File: src/rtl/tick_timer_if.sv
// ============================================================================
// Module   : tick_timer_if
// Brief    : Control/status bundle between a tick_timer and its controller.
//            Optional ack/overrun pair present when TICK_TIMER_OVERRUN_EN is set.
// Revision : 1.0 - initial release
// ============================================================================
`default_nettype none

interface tick_timer_if #(
    parameter int W = 8
) ();
    logic         tick;
    logic         start;
    logic [W-1:0] load_val;
    logic         periodic;
    logic         pause;
    logic         stop;
    logic         busy;
    logic         done;
    logic [W-1:0] count;
`ifdef TICK_TIMER_OVERRUN_EN
    logic         ack;
    logic         overrun;
`endif

    modport master (
        output tick,
        output start,
        output load_val,
        output periodic,
        output pause,
        output stop,
`ifdef TICK_TIMER_OVERRUN_EN
        output ack,
        input  overrun,
`endif
        input  busy,
        input  done,
        input  count
    );

    modport slave (
        input  tick,
        input  start,
        input  load_val,
        input  periodic,
        input  pause,
        input  stop,
`ifdef TICK_TIMER_OVERRUN_EN
        input  ack,
        output overrun,
`endif
        output busy,
        output done,
        output count
    );
endinterface

`default_nettype wire

File: src/rtl/tick_timer.sv
// ============================================================================
// Module   : tick_timer
// Brief    : Tick-driven countdown timer, one-shot or auto-reload, with pause
//            and stop. Optional overrun detection: TICK_TIMER_OVERRUN_EN.
// Revision : 1.0 - initial release
// ============================================================================
`default_nettype none

module tick_timer #(
    parameter int W = 8
) (
    input  wire logic    clk,
    input  wire logic    reset,
    tick_timer_if.slave  bus
);

    typedef enum logic [1:0] {
        ST_IDLE   = 2'd0,
        ST_RUN    = 2'd1,
        ST_PAUSED = 2'd2
    } state_t;

    localparam logic [W-1:0] C_ONE  = W'(1);
    localparam logic [W-1:0] C_ZERO = '0;

    state_t       r_state;
    logic [W-1:0] r_count;
    logic [W-1:0] r_reload;
    logic         r_mode;
    logic         r_done;

    logic         w_abort;
    logic         w_load;
    logic         w_expire;

    // Decode the per-cycle priority once so the optional overrun logic sees
    // exactly the same expiry event as the main state machine.
    always_comb begin
        w_abort  = 1'b0;
        w_load   = 1'b0;
        w_expire = 1'b0;
        if (bus.stop && (r_state != ST_IDLE)) begin
            w_abort = 1'b1;
        end else if (bus.start && (bus.load_val != C_ZERO)) begin
            w_load = 1'b1;
        end else if ((r_state == ST_RUN) && !bus.pause && bus.tick
                     && (r_count == C_ONE)) begin
            w_expire = 1'b1;
        end
    end

    always_ff @(posedge clk) begin
        if (reset) begin
            r_state  <= ST_IDLE;
            r_count  <= C_ZERO;
            r_reload <= C_ZERO;
            r_mode   <= 1'b0;
            r_done   <= 1'b0;
        end else begin
            r_done <= 1'b0;
            if (w_abort) begin
                r_state <= ST_IDLE;
                r_count <= C_ZERO;
            end else if (w_load) begin
                r_count  <= bus.load_val;
                r_reload <= bus.load_val;
                r_mode   <= bus.periodic;
                r_state  <= bus.pause ? ST_PAUSED : ST_RUN;
            end else begin
                case (r_state)
                    ST_RUN: begin
                        if (bus.pause) begin
                            r_state <= ST_PAUSED;
                        end else if (w_expire) begin
                            r_done <= 1'b1;
                            if (r_mode) begin
                                r_count <= r_reload;
                            end else begin
                                r_count <= C_ZERO;
                                r_state <= ST_IDLE;
                            end
                        end else if (bus.tick && (r_count > C_ONE)) begin
                            r_count <= r_count - C_ONE;
                        end
                    end
                    ST_PAUSED: begin
                        if (!bus.pause) begin
                            r_state <= ST_RUN;
                        end
                    end
                    default: begin
                        r_state <= ST_IDLE;
                    end
                endcase
            end
        end
    end

    assign bus.busy  = (r_state != ST_IDLE);
    assign bus.done  = r_done;
    assign bus.count = r_count;

`ifdef TICK_TIMER_OVERRUN_EN
    logic r_pending;
    logic r_overrun;

    // An expiry coinciding with ack re-arms pending but is not an overrun.
    always_ff @(posedge clk) begin
        if (reset) begin
            r_pending <= 1'b0;
            r_overrun <= 1'b0;
        end else begin
            if (w_expire) begin
                r_pending <= 1'b1;
            end else if (bus.ack) begin
                r_pending <= 1'b0;
            end

            if (w_expire && r_mode && r_pending && !bus.ack) begin
                r_overrun <= 1'b1;
            end else if (bus.ack && !w_expire) begin
                r_overrun <= 1'b0;
            end
        end
    end

    assign bus.overrun = r_overrun;
`endif

endmodule

`default_nettype wire
File: src/flat_wrapper.sv
// flat-port wrapper written by rule: the top's interface ports become plain ports
module tick_timer_flat 
#(
    parameter int W = 8
)
  (clk, reset, bus_tick, bus_start, bus_load_val, bus_periodic, bus_pause, bus_stop, bus_busy, bus_done, bus_count);
  tick_timer_if #(.W(W)) bus_i ();
  input  wire logic clk;
  input  wire logic reset;
  input wire logic [$bits(bus_i.tick)-1:0] bus_tick;
  input wire logic [$bits(bus_i.start)-1:0] bus_start;
  input wire logic [$bits(bus_i.load_val)-1:0] bus_load_val;
  input wire logic [$bits(bus_i.periodic)-1:0] bus_periodic;
  input wire logic [$bits(bus_i.pause)-1:0] bus_pause;
  input wire logic [$bits(bus_i.stop)-1:0] bus_stop;
  output wire logic [$bits(bus_i.busy)-1:0] bus_busy;
  output wire logic [$bits(bus_i.done)-1:0] bus_done;
  output wire logic [$bits(bus_i.count)-1:0] bus_count;
  assign bus_i.tick = bus_tick;
  assign bus_i.start = bus_start;
  assign bus_i.load_val = bus_load_val;
  assign bus_i.periodic = bus_periodic;
  assign bus_i.pause = bus_pause;
  assign bus_i.stop = bus_stop;
  assign bus_busy = bus_i.busy;
  assign bus_done = bus_i.done;
  assign bus_count = bus_i.count;
  tick_timer #(.W(W)) u_core (.clk(clk), .reset(reset), .bus(bus_i));
endmodule
File: config.mk
export PLATFORM = sky130hd
export DESIGN_NAME = tick_timer_flat
export DESIGN_NICKNAME = d
export VERILOG_FILES = /design/src/rtl/tick_timer_if.sv /design/src/rtl/tick_timer.sv /design/src/flat_wrapper.sv
export SDC_FILE = /design/constraint.sdc
export NUM_CORES = 1
export LEC_CHECK = 0
export ABC_CLOCK_PERIOD_IN_PS = 2600
export BUFFER_PORTS_ARGS = -buffer_cell sky130_fd_sc_hd__clkbuf_2
export CAP_MARGIN = 30
export CORE_ASPECT_RATIO = 1.75
export CORE_UTILIZATION = 45
export CTS_CLUSTER_DIAMETER = 40
export DETAILED_ROUTE_END_ITERATION = 7
export PLACE_DENSITY = 0.75
export SYNTH_ARGS = -nofsm -noshare
export SYNTH_HDL_FRONTEND = slang
export SYNTH_SLANG_ARGS = --single-unit
File: constraint.sdc
create_clock -name clk -period 2.6 [get_ports clk]
set_input_delay 0.52 -clock clk [delete_from_list [all_inputs] [get_ports clk]]
set_output_delay 0.52 -clock clk [all_outputs]
set_load 0.05 [all_outputs]
=== Word-level counts from Yosys, hierarchy flattened ===
Index checks and enable logic that the tools add are counted.

* $add $sub $neg: 1
* Reductions and logical operators: 16
* Magnitude comparators: 1
* Bitwise operators: 2
* Muxes and demuxes: 20
* Eq/ne operators: 7
* Divide/modulo/power cells: 0
* Shifts and indexed selects: 0
* Multiply operators: 0

{| class="wikitable"
|+ Operators by type and width
! kind !! number
|-
| 8-bit 2-to-1 mux || 6
|-
| 2-bit 2-to-1 mux || 6
|-
| 8-bit by 1-bit equality test with 1-bit output, second input constant || 1
|-
| 8-bit by 1-bit greater-than comparator with 1-bit output, second input constant || 1
|-
| 8-bit nonzero test || 1
|-
| 8-bit by 1-bit subtractor with 8-bit output, second input constant || 1
|-
| 1-bit 2-to-1 mux || 7
|-
| 1-bit logical AND || 6
|-
| 3-bit AND reduction || 2
|-
| 5-bit OR reduction || 1
|-
| 4-bit by 2-bit inequality test with 1-bit output, second input constant || 1
|-
| 4-bit inequality test, second input constant || 1
|-
| 2-bit one-hot mux with 2 select lines || 1
|-
| 2-bit nonzero test || 2
|-
| 3-bit by 2-bit inequality test with 1-bit output, second input constant || 1
|-
| 3-bit nonzero test || 1
|-
| 2-bit by 1-bit equality test with 1-bit output, second input constant || 1
|-
| 2-bit equality test, second input constant || 1
|-
| 2-bit by 1-bit inequality test with 1-bit output, second input constant || 1
|-
| 1-bit inverter || 2
|-
| 2-bit AND reduction || 1
|-
| 2-bit OR reduction || 1
|-
| 1-bit logical NOT || 1
|}

* Bits in registers: 20
* Logic and storage cells: 52
* RAM bits: 0
* Bits in latches: 0
* Output and inout bits: 10
* ROM bits: 0
* Memories kept: 0

=== Depth between registers and ports, before layout ===
* Depth after elaboration: 11
* Mapped depth: 7

=== Least setup slack after synthesis ===
Ideal clock, no wire load.

* Kind: reg-to-reg
* From: register u_core.r_count[2], in the netlist u_core.bus.count[2]
* To: register u_core.r_count[6], in the netlist u_core.bus.count[6]
* Data arrival time: 1981 ps
* Path buffers: 0
* Path slack: 497 ps
* Required time: 2478 ps
* Period minus slack after synthesis: 2103 ps
* Cell stages (with the launch flop): 6
* Path through: dfxtp_1 -> or4_4 -> o31ai_4 -> and2_4 -> nor3_2 -> a311o_1

* Cells in the longest elaborated chain, start to end: 9

{| class="wikitable"
|+ Ends and longest elaborated chain
! element !! RTL line !! source
|-
| start, declared || tick_timer.sv:27 || <nowiki>logic [W-1:0] r_count;</nowiki>
|-
| start signal, assigned || tick_timer.sv:65 || <nowiki>r_count <= bus.load_val;</nowiki>
|-
| start signal, assigned || tick_timer.sv:77 || <nowiki>r_count <= r_reload;</nowiki>
|-
| start signal, assigned || tick_timer.sv:83 || <nowiki>r_count <= r_count - C_ONE;</nowiki>
|-
| branches (longest 9 deep; another with 8-bit by 1-bit subtractor with 8-bit output) || n/a ||
|}

Parallel ways; which one is timed is not known. The select of a mux whose other input is x is not followed.
A chain may end at the register's enable or synchronous reset.

=== Worst setup path after layout ===
* From: input bus_load_val[4]
* To: register u_core.r_count[7], in the netlist u_core.bus.count[7]

* Cells in the longest elaborated chain, start to end: 8

{| class="wikitable"
|+ Ends and longest elaborated chain
! element !! RTL line !! source
|-
| start, declared || flat_wrapper.sv:12 || <nowiki>input wire logic [$bits(bus_i.load_val)-1:0] bus_load_val;</nowiki>
|-
| 8-bit nonzero test (*) || tick_timer.sv:44 || <nowiki>end else if (bus.start && (bus.load_val != C_ZERO)) begin</nowiki>
|-
| 1-bit logical AND (*) || tick_timer.sv:44 ||
|-
| 1-bit 2-to-1 mux || tick_timer.sv:44 ||
|-
| 1-bit 2-to-1 mux || tick_timer.sv:42 || <nowiki>if (bus.stop && (r_state != ST_IDLE)) begin</nowiki>
|-
| 8-bit 2-to-1 mux || tick_timer.sv:74 || <nowiki>end else if (w_expire) begin</nowiki>
|-
| 8-bit 2-to-1 mux || tick_timer.sv:72 || <nowiki>if (bus.pause) begin</nowiki>
|-
| 8-bit 2-to-1 mux || tick_timer.sv:70 || <nowiki>case (r_state)</nowiki>
|-
| 8-bit 2-to-1 mux || tick_timer.sv:64 || <nowiki>end else if (w_load) begin</nowiki>
|}

Every way passes the cells marked *; elsewhere a longest branch is shown, timed or not. The select of a mux whose other input is x is not followed.

==> results.yml <==
placement:
  placed_area_um2: 1260
  place_inst: 181
  dp_hpwl_um: 2140
  portBuffers: 24
  dp_slack_ps: 275
  place_congestion: 0.884
logic_synthesis:
  synth_edf_count: 0
  async_flop_share: 0
  post-synth-top-area-cell: "dfxtp_1"
  syn-num-nets: 153
  yosys_warnings: 0
  avgSynthCellArea_um2: 8.25
  synthFlopType: "dfxtp_1"
  synth-seq-cells: 20
  yosys-top-cells-area: "dfxtp_1, nand2_1, a21oi_1"
  ys_seq_area_frac: 0.357
  syn_area_um2: 1120
  synth_cell_types: 42
  synthesis.instances: 136
  yosysTopAreaCellShare: 0.357
hold_path:
  hold_class: "input pin to flip-flop"
die:
  io_pins: 25
  die_area_um2: 2710
  rows: 23
  initial_core_util: 0.481
  die_w_um: 39.8
  design.core.area_um2: 2330
  die_y_um: 68.1
global_routing:
  antenna_found_initial: 0
  grt_overflow: 0
  grt_usage: 0.240
  grt_start_max_net_pins: 17
  grt_pass1_wl_um: 4520
  first_global_vias: 1040
pwr:
  power_mw: 0.783
  peakVddDrop_v: 0.000381
  cellPowerDensity_nw_per_um2: 601
  power.static_leakage_nw: 0.549
clock_tree:
  cts_tree: "built"
  clk_pin_slew_ps: 70
  hold_buffers: 0
  clk_latency_ps: 260
  cts_buffers: 3
  cts_sinks: 20
  cts_resized: 0
  cts_root_buf: "clkbuf_8"
  clockBufferDepth: 2
  cts_setup_buffers: 0
  htree_levels: 1
critical_path:
  crit_type: "input pin to flip-flop"
  worst-path-max-fanout: 9
  cp-end-kind: "flip-flop"
  crit_required_ps: 2770
  critPathLaunchType: "input pin"
  critPathArrivalTime_ps: 2250
timing:
  worst_pin_slew_ps: 480
  max_freq_mhz: 481
  period_minus_slack_ps: 2080
  setup_viol_count_final: 0
  fin_skew_ps: 1.51
  max-slew-margin-rel: 0.676
  hold_viol: 0
  worst_slack_ps: 522
  timing.hold.ws_ps: 449
  fin_tns_setup_ps: 0
  slew_violations: 0
  fin_crit_sh: 0.799
  grt_setup_unrepaired: "no"
routing:
  ant_nets: 0
  drt_iter0_drc: 48
  drt-vias-per-instance: 6.07
  drc: 0
  wirelength_um: 2760
  via_count: 1116
  dr.pass1.iters: 4
  post_drt_wl_per_cell_um: 15.0
finish:
  final_cell_mix: "nand2_1, clkbuf_2, dfxtp_1"
  fin_nets: 178
  fin_util: 0.559
  stdcell_area_um2: 1300
  final_common_cell: "nand2_1"
  drive_gt1_frac: 0.258
  area.growth.synth_to_final_pct: 16.2
  antenna_cells: 0
  stdcell_count: 184
run:
  maxCapViolCount: 0
run_status:
  status: "completed"
## layer usage
metal  vias up  track usage  share of wire
met2        44        0.416           0.53
met1       514        0.270           0.39
met5         -            0              0
li1        551            -              -
met4         0        0.125          0.023
met3         7       0.0292          0.051
## cell type report
cell class,count,area (µm²)
clock buffers,3,41.3
fillers,220,1030
inverters,2,7.51
multi-input cells,108,688
flip-flops and latches,20,400
well taps,25,31.3
repair buffers,26,135
## path summary, 6_finish.rpt
check                 startpoint             endpoint  slack, ps  cells after the start
max              bus_load_val[4]  u_core.bus.count[7]        520                      6
min                    bus_pause    u_core.r_state[0]        450                      2
max reg2reg  u_core.bus.count[2]  u_core.bus.count[7]        560                      5
min reg2reg   u_core.r_reload[4]   u_core.r_reload[4]        470                      2
## state kept, by name (all words and copies together) (netlist names)
register / cells
u_core.bus.count: 8
u_core.r_reload: 8
u_core.r_state: 2
u_core.bus.done: 1
u_core.r_mode: 1
## power breakdown
part / switching (mW) / internal (mW)
clock network: 0.0983 / 0.103
logic: 0.142 / 0.0820
registers: 0.0281 / 0.329
## cell usage after synthesis (2+ instances only)
cell and instances:
ha_1 2, or2_2 2, nand2_1 25, clkbuf_1 5
nor3b_1 2, inv_1 2, and3_1 2, nor2_1 7
a211oi_1 4, o21ai_0 9, o22ai_1 4, a31oi_1 5
or4_4 3, dfxtp_1 20, xnor2_1 4, nor2b_1 2
o211a_1 2, a21oi_1 12
## critical path: stages
cell      delay, ps
clkbuf_2        100
or4_4           550
o21ai_1         260
and3_1          420
a31oi_1         130
a211oi_1        270
## logic make-up after synthesis
group,Yosys count,share of synthesized area
fa+ha+maj,2,0.0223
mux,1,0.00892
xor+xnor,5,0.0390
flops,20,0.357
buf+inv,8,0.0301
compound gates,46,0.283
simple gates,54,0.260
No activity file was read; power rests on OpenSTA's default activity.
